[config.mk]
export PLATFORM = sky130hd
export DESIGN_NAME = mem_array
export DESIGN_NICKNAME = d
export VERILOG_FILES = /design/src/rtl/mem_pkg.sv /design/src/rtl/mem_parity.sv /design/src/rtl/mem_array.sv
export SDC_FILE = /design/constraint.sdc
export NUM_CORES = 1
export LEC_CHECK = 0
export CORE_MARGIN = 1.5
export CORE_UTILIZATION = 65
export CTS_CLUSTER_DIAMETER = 200
export DETAILED_ROUTE_END_ITERATION = 8
export GPL_ROUTABILITY_DRIVEN = 0
export PLACE_DENSITY = 0.8
export SYNTH_ARGS = -nofsm -noshare
export SYNTH_HDL_FRONTEND = slang
export SYNTH_SLANG_ARGS = --single-unit
[constraint.sdc]
create_clock -name clk -period 4.3 [get_ports clk]
set_input_delay 0.645 -clock clk [delete_from_list [all_inputs] [get_ports clk]]
set_output_delay 0.645 -clock clk [all_outputs]
set_load 0.01 [all_outputs]
[src/rtl/mem_pkg.sv]
// Shared types and default geometry for the mem_array block.
package mem_pkg;

  localparam int DEF_ADDR_W = 4;
  localparam int DEF_DATA_W = 32;

  typedef enum logic {
    INIT = 1'b0,
    IDLE = 1'b1
  } state_t;

endpackage

[src/rtl/mem_parity.sv]
// Per-byte even-parity generation for the write path and mismatch detection for the read path.
module mem_parity #(
  parameter int NB = 4
) (
  input  logic [NB-1:0][7:0] wr_data,
  input  logic [NB-1:0][7:0] rd_data,
  input  logic [NB-1:0]      rd_par,
  output logic [NB-1:0]      wr_par,
  output logic               rd_mismatch
);

  logic [NB-1:0] rd_calc;

  for (genvar i = 0; i < NB; i++) begin : g_lane
    // Stored bit makes data+parity carry an even number of ones.
    assign wr_par[i]  = ^wr_data[i];
    assign rd_calc[i] = ^rd_data[i];
  end

  assign rd_mismatch = |(rd_calc ^ rd_par);

endmodule

[src/rtl/mem_array.sv]
// Byte-enable single-port memory with power-on zeroing sweep and collision flagging.
// Optional per-byte parity storage/check when MEM_PARITY_EN is defined.
module mem_array
  import mem_pkg::*;
#(
  parameter int ADDR_W = DEF_ADDR_W,
  parameter int DATA_W = DEF_DATA_W
) (
  input  logic                   clk,
  input  logic                   reset,
  input  logic [ADDR_W-1:0]      addr,
  input  logic                   wr_en,
  input  logic                   rd_en,
  input  logic [DATA_W/8-1:0]    be,
  input  logic [DATA_W-1:0]      wdata,
  output logic [DATA_W-1:0]      rdata,
  output logic                   rvalid,
  output logic                   busy,
  output logic                   err,
  output logic                   parity_err
);

  localparam int DEPTH = 1 << ADDR_W;
  localparam int NB    = DATA_W / 8;

  typedef logic [NB-1:0][7:0] word_t;

  state_t            state_q, state_d;
  logic [ADDR_W-1:0] ptr_q, ptr_d;

  always_ff @(posedge clk or negedge reset) begin
    if (!reset) begin
      state_q <= INIT;
      ptr_q   <= '0;
    end else begin
      state_q <= state_d;
      ptr_q   <= ptr_d;
    end
  end

  always_comb begin
    state_d = state_q;
    ptr_d   = ptr_q;
    case (state_q)
      INIT: begin
        ptr_d = ptr_q + 1'b1;
        if (ptr_q == {ADDR_W{1'b1}}) state_d = IDLE;
      end
      IDLE: ;
      default: state_d = INIT;
    endcase
  end

  assign busy = (state_q == INIT);

  logic wr_req, rd_fire, coll;
  assign wr_req  = !busy && wr_en && !rd_en;
  assign rd_fire = !busy && rd_en && !wr_en;
  assign coll    = !busy && wr_en && rd_en;

  // Single write port shared by the zeroing sweep and user writes.
  logic [NB-1:0]     mem_we;
  logic [ADDR_W-1:0] mem_waddr;
  word_t             mem_wdata;

  always_comb begin
    mem_we    = '0;
    mem_waddr = addr;
    mem_wdata = wdata;
    if (busy) begin
      mem_we    = '1;
      mem_waddr = ptr_q;
      mem_wdata = '0;
    end else if (wr_req) begin
      mem_we    = be;
    end
  end

  // Storage is intentionally not reset; only the sweep clears it.
  word_t mem_q [DEPTH];

  always_ff @(posedge clk) begin
    for (int i = 0; i < NB; i++)
      if (mem_we[i]) mem_q[mem_waddr][i] <= mem_wdata[i];
  end

  word_t rd_word;
  assign rd_word = mem_q[addr];

  logic [DATA_W-1:0] rdata_q;
  logic              rvalid_q, err_q;

  always_ff @(posedge clk or negedge reset) begin
    if (!reset) begin
      rdata_q  <= '0;
      rvalid_q <= 1'b0;
      err_q    <= 1'b0;
    end else begin
      if (rd_fire) rdata_q <= rd_word;
      rvalid_q <= rd_fire;
      err_q    <= coll;
    end
  end

  assign rdata  = rdata_q;
  assign rvalid = rvalid_q;
  assign err    = err_q;

`ifdef MEM_PARITY_EN
  logic [NB-1:0] par_q [DEPTH];
  logic [NB-1:0] wr_par;
  logic          rd_mismatch;
  logic          parity_err_q;

  mem_parity #(.NB(NB)) u_parity (
    .wr_data     (mem_wdata),
    .rd_data     (rd_word),
    .rd_par      (par_q[addr]),
    .wr_par      (wr_par),
    .rd_mismatch (rd_mismatch)
  );

  always_ff @(posedge clk) begin
    for (int i = 0; i < NB; i++)
      if (mem_we[i]) par_q[mem_waddr][i] <= wr_par[i];
  end

  always_ff @(posedge clk or negedge reset) begin
    if (!reset) parity_err_q <= 1'b0;
    else        parity_err_q <= rd_fire && rd_mismatch;
  end

  assign parity_err = parity_err_q;
`else
  assign parity_err = 1'b0;
`endif

endmodule

==> reports/results.txt, run 1 <==
The count of buffers added on input and output ports is 78. The routed design could run at a clock period as short as 2.80 ns. The logs give 6 for the detailed-routing iteration count for the pre-antenna-repair pass and 0.401 mV for the highest ir drop seen on vdd. The cell family contributing the most delay on the critical path is simple AND/OR/NAND/NOR gates.

sky130_fd_sc_hd__edfxtp_1 takes more of the synthesized area than any other cell. 0 antenna diodes ended up in the layout. The critical path goes through buf_2, nand3_1, o21ai_0, nand2_1, nor2_1. The largest single stage delay on the critical path is 0.71 ns. The synthesized design devotes to its leading area cell type 71.4% of total area. The final count of negative-setup-slack endpoints is 0, and the initial standard-cell utilization of the core is 66.2%. The capture instance of the worst register-to-register path is mem_q[12][18]. The number of different library cells used by synthesis comes to 39. In the final layout, the multi-input gates occupy 0.00477 mm2. In this run, post-CTS repair resized a total of 0 instances. The logs give 52 for the clock buffer count from CTS and 1871 for the total of fill cells in the finished design. The total number of clock tree sinks was 551; the pin count of the biggest net entering global routing was 97. For the final number of max-transition violations, the log shows 0. The logs give 0.357 GHz for the fmax and 29.5% for the total global routing track utilization. The clock latency reported for the late side of the worst-skew pair came out at 0.57 ns. The tree is rooted in a sky130_fd_sc_hd__clkbuf_16.

The core footprint came out at 0.0325 mm2. The net count of the finished layout is 1329. The total power draw was 11000 uW; the final clock period utilization by the worst path was 65.1%.

The CTS H-tree depth is 2, and the buffer and inverter count on the worst path is 1. The power density over cell area is 453 mW/mm2. Of the synthesized area, sequential elements account for 75.9%. The analysis attributes to cell leakage a power of 0.00808 uW. The violation count after the first detailed-route iteration is 1611.

The worst setup path is captured at a register. For this run the aggregate overflow at the end of global routing stands at 0. Dividing the detail-routed wire length by the instance count gives 27.3 um. For this block, the via count after detailed routing is 11487. Setup slack on the worst reg-to-reg path comes out at 1.55 ns. Synthesis handed over a netlist of 1204 instances. The number of setup buffers added after CTS is 0. For this run, asynchronously set or reset flops after synthesis account for 7.08%. The transition time of the tightest slew-check pin works out to 1.06 ns. After clock tree synthesis, the clock-pin slew on the worst setup and hold paths is 0.06 ns.

The count of nets left with antenna violations once routing finished came out at 0. Cells fill 74.6% of the core in the end. The first global-routing pass estimated 71900 um of wire. Counting cells, the worst reg-to-reg path comes to 5.

The critical path is of the primary input to register type. Setup repair after global routing left no endpoint under its margin. The initial antenna violation count is 0. STA puts the critical path data required time at 4.49 ns. The number of cell rows came out at 66. The flow ran to the end, and the final reports show no timing, DRC or antenna violations. The area of the die is 0.0342 mm2. In this run the worst hold path is classified as primary input to asynchronous set/reset pin. Synthesis produced a netlist with a net count of 1249. For this design, the slowest cell found on the critical path is sky130_fd_sc_hd__buf_2. Dividing the detail-routed via count by the number of cells gives 6.50. Summing all flip-flop and latch instances after layout gives 0.0164 mm2. The post-synthesis area per instance is 17.9 um2. Commonest register cell after synthesis: sky130_fd_sc_hd__edfxtp_1. On the final layout, the worst clock skew is 0.0112 ns. The number of global-route vias before repair was 11568.

STA classifies the critical path startpoint as a primary input. The run gives 0 as the number of endpoints with negative hold slack in the final report. In the final layout, the share of cells above drive strength 1 is 13.0%. After legalization and detailed placement, the total HPWL measured 29400 um.

For this block, the routed nets add up to 48200 um of wire. The mapped cell area is 0.0215 mm2, and the total of warnings raised by yosys is 0. The clock passes through at most 3 buffers. The die is 185 um tall. Along the worst path, the maximum fanout reaches 38. After clock tree synthesis, the flow added hold-fix buffers numbering 0.

The worst register-to-register path begins at state_q. Relative to the synthesized area, the layout overhead comes to 12.7%. For the worst endpoint data arrival time, the log shows 2.99 ns.

TritonCTS built the clock tree. In this run, synthesis inferred 512 flip-flops with an integrated enable. The logs give 0 for the number of design rule violations left after detail routing and 0 for the count of maximum capacitance violations. The die width is 185 um, and the post-synthesis register bit count is 551. The worst pin sits at a relative slew slack of 29.7%. By area the synthesized netlist is led by sky130_fd_sc_hd__edfxtp_1 71%, sky130_fd_sc_hd__mux4_2 6.5%, sky130_fd_sc_hd__mux2i_1 6.1%. The logs give 80 for the boundary pin count and 0 ns for the setup TNS.
worst register-to-register path, stage by stage, from the launching register on:
cell	delay [ns]
sky130_fd_sc_hd__dfrtp_1	0.35
sky130_fd_sc_hd__buf_4	0.34
sky130_fd_sc_hd__inv_2	0.21
sky130_fd_sc_hd__o31ai_2	0.37
sky130_fd_sc_hd__nand2_1	0.40
sky130_fd_sc_hd__nor2_1	0.70
stage by stage:
step                instances  worst slack, ns  hold WS, ns  area, um2
floorplan                1204             1.94        0.349      21500
global placement         1672             1.17        0.526      22600
detailed placement       1672             1.10        0.534      22600
CTS                      1768             1.60        0.208      24300
global route             1768             1.42        0.252      24300
finish                   1768             1.50        0.208      24300
cell usage after synthesis (2+ instances only):
master	instances
sky130_fd_sc_hd__mux2i_1	132
sky130_fd_sc_hd__buf_6	4
sky130_fd_sc_hd__edfxtp_1	512
sky130_fd_sc_hd__buf_12	2
sky130_fd_sc_hd__nand4_1	26
sky130_fd_sc_hd__inv_2	3
sky130_fd_sc_hd__a22oi_1	64
sky130_fd_sc_hd__o21ai_0	2
sky130_fd_sc_hd__clkbuf_1	33
sky130_fd_sc_hd__nand2b_1	2
sky130_fd_sc_hd__and2_1	34
sky130_fd_sc_hd__nand2_1	79
sky130_fd_sc_hd__buf_4	13
sky130_fd_sc_hd__mux4_2	62
sky130_fd_sc_hd__nor2_1	98
sky130_fd_sc_hd__dfrtp_1	39
sky130_fd_sc_hd__a31oi_1	31
sky130_fd_sc_hd__nor2b_1	5
sky130_fd_sc_hd__buf_1	2
sky130_fd_sc_hd__buf_2	19
sky130_fd_sc_hd__nand3_1	4
sky130_fd_sc_hd__xnor2_1	3
sky130_fd_sc_hd__a21oi_1	19
worst max path at each step:
stage | start | end | slack, ns | cells past startpoint
after CTS | state_q | busy | 1.60 | 3
after global placement | addr[2] | mem_q[12][2] | 1.17 | 5
final | addr[3] | mem_q[12][18] | 1.50 | 5
after floorplan | addr[1] | mem_q[13][16] | 1.94 | 6
after global routing | addr[3] | mem_q[12][18] | 1.42 | 5
after detailed placement | addr[3] | mem_q[12][18] | 1.10 | 5
layout by cell type, fill, tap and decap left out, types with 9 or more instances in the layout:
cell	n
sky130_fd_sc_hd__buf_4	20
sky130_fd_sc_hd__nand4_1	26
sky130_fd_sc_hd__mux4_2	62
sky130_fd_sc_hd__edfxtp_1	512
sky130_fd_sc_hd__clkbuf_1	9
sky130_fd_sc_hd__clkdlybuf4s50_1	74
sky130_fd_sc_hd__a31oi_1	31
sky130_fd_sc_hd__and2_1	34
sky130_fd_sc_hd__a21oi_1	19
sky130_fd_sc_hd__clkbuf_16	53
sky130_fd_sc_hd__a22oi_1	64
sky130_fd_sc_hd__nor2_1	97
sky130_fd_sc_hd__nand2_1	79
sky130_fd_sc_hd__clkinv_2	13
sky130_fd_sc_hd__mux2i_1	132
sky130_fd_sc_hd__clkinv_1	14
sky130_fd_sc_hd__dfrtp_1	39
per-layer routing:
layer  vias to the layer above  global-route usage (%)  wire [um]
met5                         -                       0          0
met3                       120                    6.94       5250
met1                      5760                    41.6      18200
met4                         0                    9.92       1510
met2                       726                    46.3      23300
li1                       4881                       -          -
area by class of cell:
class                           count  area share, %
Sequential cell                   551           67.4
Clock inverter                     30          0.856
Timing Repair Buffer               99           3.94
Clock buffer                       66           5.83
Inverter                            3         0.0464
Tap cell                          442           2.28
Multi-Input combinational cell    577           19.7
state kept, by name (all words and copies together) (netlist names):
signal,cells
mem_q,512
state_q,1
rdata,32
ptr_q,4
err,1
rvalid,1
where the power goes:
part,switching (uW),internal (uW),leakage (uW)
registers,31.8,5910,0.00505
logic,404,278,0.00222
clock network,1870,2490,0.000808
total,2310,8690,0.00808
kinds of logic after synthesis:
kind of cell | after synthesis | synth area share (%)
multiplexers | 195 | 12.7
AND/OR/NAND/NOR | 254 | 5.29
AO/OA/AOI/OAI | 123 | 3.95
flip-flops | 551 | 75.9
adder cells (fa/ha/maj) | 1 | 0.0581
other | 1 | 0.0174
buffers and inverters | 76 | 1.95
XOR/XNOR | 3 | 0.122
Note: power is estimated with default switching activity, not from simulation.
==> inputs of run 2 (changes only) <==
--- a/config.mk
+++ b/config.mk
@@ -6,11 +6,11 @@
 export NUM_CORES = 1
 export LEC_CHECK = 0
 export CORE_MARGIN = 1.5
-export CORE_UTILIZATION = 65
+export CORE_UTILIZATION = 61
 export CTS_CLUSTER_DIAMETER = 200
 export DETAILED_ROUTE_END_ITERATION = 8
 export GPL_ROUTABILITY_DRIVEN = 0
-export PLACE_DENSITY = 0.8
+export PLACE_DENSITY = 0.76
 export SYNTH_ARGS = -nofsm -noshare
 export SYNTH_HDL_FRONTEND = slang
 export SYNTH_SLANG_ARGS = --single-unit
==> constraint.sdc (replaced) <==
create_clock -name clk -period 2.8 [get_ports clk]
set_input_delay 0.42 -clock clk [delete_from_list [all_inputs] [get_ports clk]]
set_output_delay 0.42 -clock clk [all_outputs]
set_load 0.01 [all_outputs]
==> reports/results.txt, run 2 (synthesis gave the netlist of run 1 again) <==
The flow ran to the end, and the final reports show no timing, DRC or antenna violations. For the data required time of the worst path, the log shows 2.38 ns (-2.11 ns). For the number of cell rows, the log shows 68 (+3.0%). The core occupancy in the finished layout came out at 72.2% (-2.3 points). In the layout the commonest cells are 512 x sky130_fd_sc_hd__edfxtp_1, 132 x sky130_fd_sc_hd__mux2i_1, 97 x sky130_fd_sc_hd__nor2_1. The logs give 11709 (+1.9%) for the number of vias after detailed routing and 0.57 ns (about the same) for the clock latency reported for the late side of the worst-skew pair. The first-pass GRT wire length is 73300 um (+1.9%), and the initial antenna violation count is 0 (unchanged). The post-placement cell area was 0.0233 mm2 (+2.8%). The number of design rule violations left after detail routing was 0 (unchanged). The final period demand of the worst path was 2.42 ns. The height of the chip is 191 um (+3.2%).

The power density over cell area was 690 mW/mm2 (+52%); the flip-flop count of the largest register after layout was 512 (unchanged). The HPWL after detailed placement was 30200 um (+2.9%). Maximum buffer depth of the clock tree: 3 (unchanged). TritonCTS built the clock tree.

The number of setup buffers added after CTS came out at 0 (unchanged). The layout overhead on the synthesized area was 16.2%. Setup repair after global routing left no endpoint under its margin. Total number of clock tree sinks: 551 (unchanged). The worst setup path is captured at an output port.

The fraction of final layout cells with drive strength greater than 1 was 17.4% (+4.4 points). The number of buffer cells added on primary ports came out at 78 (unchanged). The clock network power share is 40.8% (+1.1 points). The tree is rooted in a sky130_fd_sc_hd__clkbuf_16.

The worst-path maximum fanout is 24 (-37%), and the fmax is 0.413 GHz. The logs give 0 (unchanged) for the antenna diode count and 49200 um (+2.1%) for the final routed wirelength across all metal layers. For the clock buffer count from CTS, the log shows 53 (+1.9%).

The final non-filler cell total was 1857 (+5.0%); the cell-internal power was 13700 uW (+57%). The run gives 52.9% (-1.2 points) as the sequential share of power. The min-delay analysis places its worst path in the category primary input to asynchronous set/reset pin.

The tools report the overall overflow remaining after global route as 0 (unchanged). The number of endpoints with negative hold slack in the final report was 0 (unchanged). The run gives 3570 uW (+55%) as the switching power of the nets.

The tools report the critical path startpoint category as a register. The total power draw was 17300 uW (+57%); the die width was 191 um (+3.2%). Fraction of power consumed by combinational cells: 6.3% (about the same). The most common library cell in the layout ignoring fill and taps was sky130_fd_sc_hd__edfxtp_1. The pin count of the biggest net entering global routing was 49 (-49%); the number of global-route vias before repair was 11777 (+1.8%). The logs give 1378 (-14%) for the violation count after the first detailed-route iteration and 0 (unchanged) for the post-CTS resize count. The reported leakage power is 0.00853 uW (+5.6%), and the boundary pin count is 80 (unchanged).

The fraction of power spent switching nets is 20.7% (-0.27 points), and the final number of max-transition violations is 0 (unchanged). The area of the die came out at 0.0364 mm2 (+6.5%). The wire length per cell after detailed routing came out at 26.5 um (-2.8%). The total non-filler cell area in the finished layout was 0.0250 mm2 (+3.1%); the number of vias per cell was 6.31 (-3.0%). The initial standard-cell utilization of the core was 62.2% (-4.0 points); the core footprint was 0.0346 mm2 (+6.4%). The critical path is of the register to output port type. The CTS H-tree depth came out at 2 (unchanged).

The remaining max-slew budget at the tightest pin is 48.7% (+19 points). For the hold-fix buffer count after cts, the log shows 1 (+1). Largest register by flop count: mem_q. The number of nets in the final layout was 1402 (+5.5%); the total global routing track utilization was 28.0% (-1.5 points). The highest ir drop seen on vdd was 0.518 mV (+29%); the clock slew seen by the registers of the worst setup and hold paths was 0.06 ns (about the same). The tools report the count of maximum capacitance violations as 0 (unchanged). The detailed-routing iteration count for the pre-antenna-repair pass was 6 (unchanged).

The run gives 0.0148 ns (+0.00362 ns) as the clock skew after layout. The transition time of the tightest slew-check pin was 0.770 ns (-0.285 ns); the final count of negative-setup-slack endpoints was 0 (unchanged). In the finished design, the share of the clock period the worst path needs comes to 86.5%. Number of nets still failing antenna checks after routing: 0 (unchanged). The logs give 1756 (+5.0%) for the number of placed cells counting well taps and 0 ns (unchanged) for the setup TNS. The worst endpoint data arrival time is 2.00 ns (-0.99 ns).
==> run 2: cell types whose count changed in the layout (fill, tap and decap cells not counted), sizes merged <==
cell | before | now
buf | 25 | 96
bufinv | 3 | 5
clkbuf | 66 | 76
clkinv | 27 | 17
clkinvlp | 0 | 1
dlygate4sd3 | 0 | 1
inv | 3 | 4
==> run 2: area by class of cell <==
class / count / area [um2]
sequential: 551 / 16400
fill: 2010 / 9610
multi-input combinational: 577 / 4770
timing repair buffer: 171 / 1590
clock buffer: 76 / 1490
tap: 455 / 569
clock inverter: 24 / 240
inverter: 3 / 11.3
==> run 2: layer usage <==
metal / up-vias / wire length, um / GRT usage, %
met1: 5894 / 19300 / 39.7
met4: 0 / 1700 / 9.90
met5: - / 0 / 0
li1: 5050 / - / -
met3: 114 / 4550 / 5.12
met2: 651 / 23600 / 44.3
==> run 2: worst paths after layout <==
check / startpoint / end / slack (ns) / cells after the start
min in group clk: addr[3] / rdata[5] / 0.36 / 3
setup reg to reg: state_q / mem_q[1][13] / 0.46 / 5
hold / removal: reset / rdata[30] / 0.36 / 2
max in group asynchronous: reset / state_q / 1.58 / 3
setup / recovery: state_q / busy / 0.38 / 2
hold reg to reg: rdata[11] / rdata[11] / 0.53 / 2
==> run 2: critical path, stage by stage, from the launching register on <==
cell and delay [ns]:
sky130_fd_sc_hd__dfrtp_2 0.55, sky130_fd_sc_hd__inv_2 0.28, sky130_fd_sc_hd__clkdlybuf4s50_1 0.60
==> run 2: stage by stage <==
step           hold slack (ns)  worst slack [ns]
2_1_floorplan            0.124             0.663
3_3_place_gp             0.416             0.343
3_5_place_dp             0.415             0.252
5_1_grt                  0.372             0.244
6_report                 0.355             0.379
4_1_cts                  0.327             0.380
==> run 2: power groups by stage <==
stage	logic, uW	clock network, uW	registers [uW]
detailed placement	1080	0	9310
global route	1150	7440	9140
finish	1080	7030	9130
global placement	1060	0	9300
floorplan	546	0	9330
CTS	1080	7120	9130
